`config.mk`:
```
export PLATFORM = sky130hd
export DESIGN_NAME = score_display
export DESIGN_NICKNAME = d
export VERILOG_FILES = /design/src/rtl/score_display.sv
export SDC_FILE = /design/constraint.sdc
export NUM_CORES = 1
export LEC_CHECK = 0
export BUFFER_PORTS_ARGS = -buffer_cell sky130_fd_sc_hd__buf_2
export CORE_MARGIN = 2
export CORE_UTILIZATION = 40
export DETAILED_ROUTE_END_ITERATION = 16
export GPL_ROUTABILITY_DRIVEN = 0
export GPL_TIMING_DRIVEN = 0
export PLACE_DENSITY = 0.57
export SLEW_MARGIN = 20
export SYNTH_ARGS = -nofsm -noshare
export SYNTH_HDL_FRONTEND = slang
export SYNTH_SLANG_ARGS = --single-unit
export TNS_END_PERCENT = 100
```
`constraint.sdc`:
```
create_clock -name clk -period 2.6 [get_ports clk]
set_clock_uncertainty 0.1 [all_clocks]
set_input_delay 0.52 -clock clk [delete_from_list [all_inputs] [get_ports clk]]
set_output_delay 0.52 -clock clk [all_outputs]
set_load 0.03 [all_outputs]
```
`src/rtl/score_display.sv`:
```
// Binary score to four-digit multiplexed seven-segment driver.
// Double-dabble conversion runs one bit per clk; outputs are registered.
module score_display #(
   parameter int SCORE_W  = 14,
   parameter int LZ_BLANK = 1
) (
   input  logic               clk,
   input  logic               rst,
   input  logic               digit_clk,
   input  logic [SCORE_W-1:0] score,
   input  logic               blank,
   output logic [3:0]         an,
   output logic [6:0]         seg,
   output logic               dp,
   output logic               bcd_valid
);

   localparam int MAXV = 9999;
   localparam int CW   = $clog2(SCORE_W + 1);

   typedef enum logic [1:0] {IDLE, SHIFT, DONE} state_e;

   state_e             state_q, state_d;
   logic [SCORE_W-1:0] sr_q, sr_d;
   logic [SCORE_W-1:0] val_q, val_d;
   logic [SCORE_W-1:0] last_q, last_d;
   logic [15:0]        bcd_q, bcd_d;
   logic [15:0]        disp_q, disp_d;
   logic [CW-1:0]      cnt_q, cnt_d;
   logic               valid_q, valid_d;
   logic               dclk_q, dclk_prev_q;
   logic [1:0]         idx_q;
   logic [3:0]         an_q, an_d;
   logic [6:0]         seg_q, seg_d;
   logic [SCORE_W-1:0] sat;
   logic [11:0]        adj;
   logic [3:0]         nib;
   logic               lz;
   logic               scan_step;

   assign scan_step = dclk_q & ~dclk_prev_q;

   always_comb begin
      sat = score;
      if (32'(score) > MAXV) sat = SCORE_W'(MAXV);
   end

   // Top nibble never reaches 5 before the final shift, so only three adjust.
   always_comb begin
      adj = '0;
      for (int i = 0; i < 3; i++) begin
         if (bcd_q[4*i +: 4] >= 4'd5) adj[4*i +: 4] = bcd_q[4*i +: 4] + 4'd3;
         else                         adj[4*i +: 4] = bcd_q[4*i +: 4];
      end
   end

   always_comb begin
      state_d = state_q;
      sr_d    = sr_q;
      val_d   = val_q;
      last_d  = last_q;
      bcd_d   = bcd_q;
      disp_d  = disp_q;
      cnt_d   = cnt_q;
      valid_d = valid_q;
      unique case (state_q)
         IDLE: begin
            if (sat != last_q) begin
               sr_d    = sat;
               val_d   = sat;
               bcd_d   = '0;
               cnt_d   = '0;
               state_d = SHIFT;
            end
         end
         SHIFT: begin
            bcd_d = {bcd_q[14:12], adj, sr_q[SCORE_W-1]};
            sr_d  = sr_q << 1;
            cnt_d = cnt_q + CW'(1);
            if (cnt_q == CW'(SCORE_W - 1)) state_d = DONE;
         end
         DONE: begin
            disp_d  = bcd_q;
            last_d  = val_q;
            valid_d = 1'b1;
            state_d = IDLE;
         end
         default: state_d = IDLE;
      endcase
   end

   always_comb begin
      nib = disp_q[{idx_q, 2'b00} +: 4];
      lz  = 1'b0;
      case (idx_q)
         2'd3:    lz = (disp_q[15:12] == 4'd0);
         2'd2:    lz = (disp_q[15:8] == 8'd0);
         2'd1:    lz = (disp_q[15:4] == 12'd0);
         default: lz = 1'b0;
      endcase
      an_d = 4'hF;
      if (!blank && !((LZ_BLANK != 0) && lz)) an_d[idx_q] = 1'b0;
      case (nib)
         4'd0:    seg_d = 7'b1000000;
         4'd1:    seg_d = 7'b1111001;
         4'd2:    seg_d = 7'b0100100;
         4'd3:    seg_d = 7'b0110000;
         4'd4:    seg_d = 7'b0011001;
         4'd5:    seg_d = 7'b0010010;
         4'd6:    seg_d = 7'b0000010;
         4'd7:    seg_d = 7'b1111000;
         4'd8:    seg_d = 7'b0000000;
         4'd9:    seg_d = 7'b0010000;
         default: seg_d = 7'b1111111;
      endcase
   end

   always_ff @(posedge clk or negedge rst) begin
      if (!rst) begin
         state_q     <= IDLE;
         sr_q        <= '0;
         val_q       <= '0;
         last_q      <= '0;
         bcd_q       <= '0;
         disp_q      <= '0;
         cnt_q       <= '0;
         valid_q     <= 1'b0;
         dclk_q      <= 1'b0;
         dclk_prev_q <= 1'b0;
         idx_q       <= 2'd0;
         an_q        <= 4'hF;
         seg_q       <= 7'h7F;
      end else begin
         state_q     <= state_d;
         sr_q        <= sr_d;
         val_q       <= val_d;
         last_q      <= last_d;
         bcd_q       <= bcd_d;
         disp_q      <= disp_d;
         cnt_q       <= cnt_d;
         valid_q     <= valid_d;
         dclk_q      <= digit_clk;
         dclk_prev_q <= dclk_q;
         if (scan_step) idx_q <= idx_q + 2'd1;
         an_q        <= an_d;
         seg_q       <= seg_d;
      end
   end

   assign an        = an_q;
   assign seg       = seg_q;
   assign dp        = 1'b1;
   assign bcd_valid = valid_q;

endmodule

```
==> impl_metrics.ini <==
[sta]
finalMaxSlewViolations = 0
finalWorstPathRequiredPeriod_ns = 2.546
setup_ws_ns = 0.05404
finalHoldViolCount = 0
setup_viol_count_final = 0
timing.final.crit_share = 0.9792
timing.fmax_mhz = 392.8
setup_repair_after_global_routing_missed_its_margin = yes
timing.slew.headroom = 0.4639
worst_pin_slew_ns = 0.8041

[logic_synthesis]
post_synth_num_cell_types = 62
postSynth.topFlopCell = sky130_fd_sc_hd__dfrtp_1
syn_nets = 459
asyncSetResetFlopFracSynth = 1.000
synthCells = 423
synth_warnings = 0
mappedNetlistArea_um2 = 4688
yosysSeqAreaShare = 0.5153
ys_seq_elements = 96
synth-edff-count = 0
syn_avg_cell_area_um2 = 11.08

[clock_network]
holdBufCountCts = 0
cts_root_buffer = sky130_fd_sc_hd__clkbuf_16
cts.sink_count = 96
number_of_cts_inserted_buffers = 9
htreeDepth = 3
cts-root-to-sink-buffers = 2
tritoncts = yes
worst_skew_pair.late_latency_ns = 0.35
cts.clk_slew.worst_paths_ns = 0.07

[route]
vias = 3391
routed_via_density = 5.505
drt.antenna.violating_nets = 0
detail_route.first_pass.iterations = 4
wirelength_mm = 10.65
drtIter0Drc = 187
routed_wire_length_per_instance_um = 17.29
post-route-drc-count = 0

[cells_and_area]
layout.nets = 504
layout-area-overhead-vs-synth_pct = 16.33
finish.instance_area_um2 = 5454
antennaDiodeCount = 0
post_route_cells_drive_above_1_share = 0.2600

[setup_path]
critPathSlowestCell = sky130_fd_sc_hd__nor3_2
path_max_fanout = 10
timing.critical_path.slowest_cell_delay_ns = 0.59
r2r_cells = 8
path_class = input pin to register
arrival_ns = 2.73
worst-endpoint-required_ns = 2.79
cp_cell_sequence = buf_2 -> nor4_4 -> o21a_2 -> o21ai_0 -> a32oi_2 -> nor4_4 -> nor3_2 -> a221o_1
crit_top_cell = sky130_fd_sc_hd__nor4_4
endpoint_kind = register
cp-start-kind = input pin

[global_route]
grt_pass1_vias = 3395
largest_net_degree_at_the_start_of_global_routing = 50
grt_overflow = 0
grt_first_pass_wirelength_mm = 17.97
antenna_found_initial = 0
groute.usage.overall = 0.1826

[job]
number_of_max_cap_violations = 0

[power_and_ir_drop]
power.static_leakage_nw = 2.374
p_per_area_nw_per_um2 = 1277
power.ir.vdd_worst_mv = 0.7838

[floorplanning]
fp.coreArea_um2 = 11420
io-pin-count = 31
floorplan.rows = 39
dieWidth_um = 112.3
fp.dieArea_um2 = 12600
die_height_um = 112.3
initial_utilization = 0.4106

[placement]
placed_area_um2 = 5071
post_placement_setup_slack_ns = -0.5087
dp_hpwl_mm = 7.262
port-buffer-count = 28

[worst_hold_path]
hp-class = input pin to async pin

[outcome]
status = complete, no violations
## critical path: cells and delay by family
family | cells | cell delay (ns)
AOI/OAI and AO/OA | 4 | 1.03
and+or+nand+nor | 3 | 1.03
buffers and inverters | 1 | 0.15
## metal layers
metal / share of wire / vias up / track usage
li1: - / 1594 / -
met1: 0.46 / 1707 / 0.2502
met2: 0.48 / 74 / 0.2783
met3: 0.038 / 16 / 0.04266
met4: 0.021 / 0 / 0.08130
met5: 0 / - / 0
## path summary, 6_finish.rpt
check	start	endpoint	slack, ns
max reg2reg	last_q[9]$_DFFE_PN0N_	sr_q[9]$_DFFE_PN0P_	0.16
max in group asynchronous	rst	bcd_q[0]$_DFFE_PN0P_	1.79
max	score[7]	sr_q[7]$_DFFE_PN0P_	0.05
min reg2reg	dclk_q$_DFF_PN0_	dclk_prev_q$_DFF_PN0_	0.29
min	rst	bcd_q[3]$_DFFE_PN0P_	0.0008
min in group clk	digit_clk	dclk_q$_DFF_PN0_	0.17
## through the flow
stage	util	TNS, ns	total power, mW	instances	hold slack, ns
after global routing	0.4776	-0.2757	7.528	616	0.03330
after floorplan	-	0	4.787	423	0.1244
after detailed placement	0.4441	-18.99	5.575	595	0.2753
after CTS	0.4733	0	6.991	613	0.02069
final	0.4776	0	6.965	616	0.0008474
after global placement	0.4412	-24.87	5.481	594	0.2645
## registers in the layout (all words and copies together) (netlist names), 2 cells and up
register and cells:
cnt_q 4, idx_q 2, sr_q 14, last_q 14, val_q 14, seg 7, state_q 2, bcd_q 16
an 4, disp_q 16
## Yosys cell counts (7+ instances only)
library cell,count,area (µm²)
sky130_fd_sc_hd__a21oi_1,14,70.07
sky130_fd_sc_hd__clkbuf_1,14,52.55
sky130_fd_sc_hd__dfrtp_1,85,2127
sky130_fd_sc_hd__dfstp_2,11,289.0
sky130_fd_sc_hd__ha_1,18,225.2
sky130_fd_sc_hd__inv_1,28,105.1
sky130_fd_sc_hd__mux2_2,29,326.6
sky130_fd_sc_hd__nand2_1,44,165.2
sky130_fd_sc_hd__nand2b_1,12,75.07
sky130_fd_sc_hd__nor2_1,17,63.81
sky130_fd_sc_hd__o21ai_0,18,90.09
sky130_fd_sc_hd__o21ai_1,10,50.05
sky130_fd_sc_hd__o22ai_1,7,43.79
sky130_fd_sc_hd__xnor2_1,7,61.31
## power by group
part | switching [mW] | internal (mW) | total, mW
Sequential | 0.485 | 2.21 | 2.69
Clock | 0.593 | 0.779 | 1.37
Combinational | 1.65 | 1.25 | 2.90
## cells by family after synthesis
kind of cell               Yosys count  synth area share
muxes                               34           0.08834
buffers and inverters               48           0.04243
other                                1         0.0007999
and+or+nand+nor                    109            0.1212
DFF                                 96            0.5153
AOI/OAI and AO/OA                  104            0.1596
xor gates and xnor gates            13           0.02429
adders and majority gates           18           0.04804
## final cells by class
| type | instances | area, µm² |
|---|---|---|
| tap | 143 | 178.9 |
| clock inverter | 5 | 63.81 |
| sequential | 96 | 2416 |
| timing repair buffer | 34 | 211.5 |
| clock buffer | 11 | 242.7 |
| multi-input combinational | 279 | 2135 |
| inverter | 28 | 105.1 |
| fill | 1084 | 5964 |
| buffer | 20 | 101.3 |
## repair_timing
item                                    4_1_cts  5_1_grt
setup buffers                                 2        3
gates resized for setup                       3        5
pin swaps                                     2        4
endpoints found under the setup margin       30       39
## layout by cell type, fill, tap and decap left out, types with 7 or more instances in the layout
master	Yosys	layout
sky130_fd_sc_hd__o21ai_0	18	18
sky130_fd_sc_hd__xnor2_1	7	7
sky130_fd_sc_hd__ha_1	18	18
sky130_fd_sc_hd__nand2b_1	12	12
sky130_fd_sc_hd__buf_4	2	9
sky130_fd_sc_hd__nand2_1	44	44
sky130_fd_sc_hd__mux2_2	29	29
sky130_fd_sc_hd__nor2_1	17	17
sky130_fd_sc_hd__inv_1	28	28
sky130_fd_sc_hd__dfrtp_1	85	85
sky130_fd_sc_hd__dfstp_2	11	11
sky130_fd_sc_hd__clkbuf_1	14	15
sky130_fd_sc_hd__buf_2	3	27
sky130_fd_sc_hd__o21ai_1	10	9
sky130_fd_sc_hd__a21oi_1	14	14
sky130_fd_sc_hd__clkbuf_16	0	9
sky130_fd_sc_hd__o22ai_1	7	7
(Power assumes the default switching activity.)
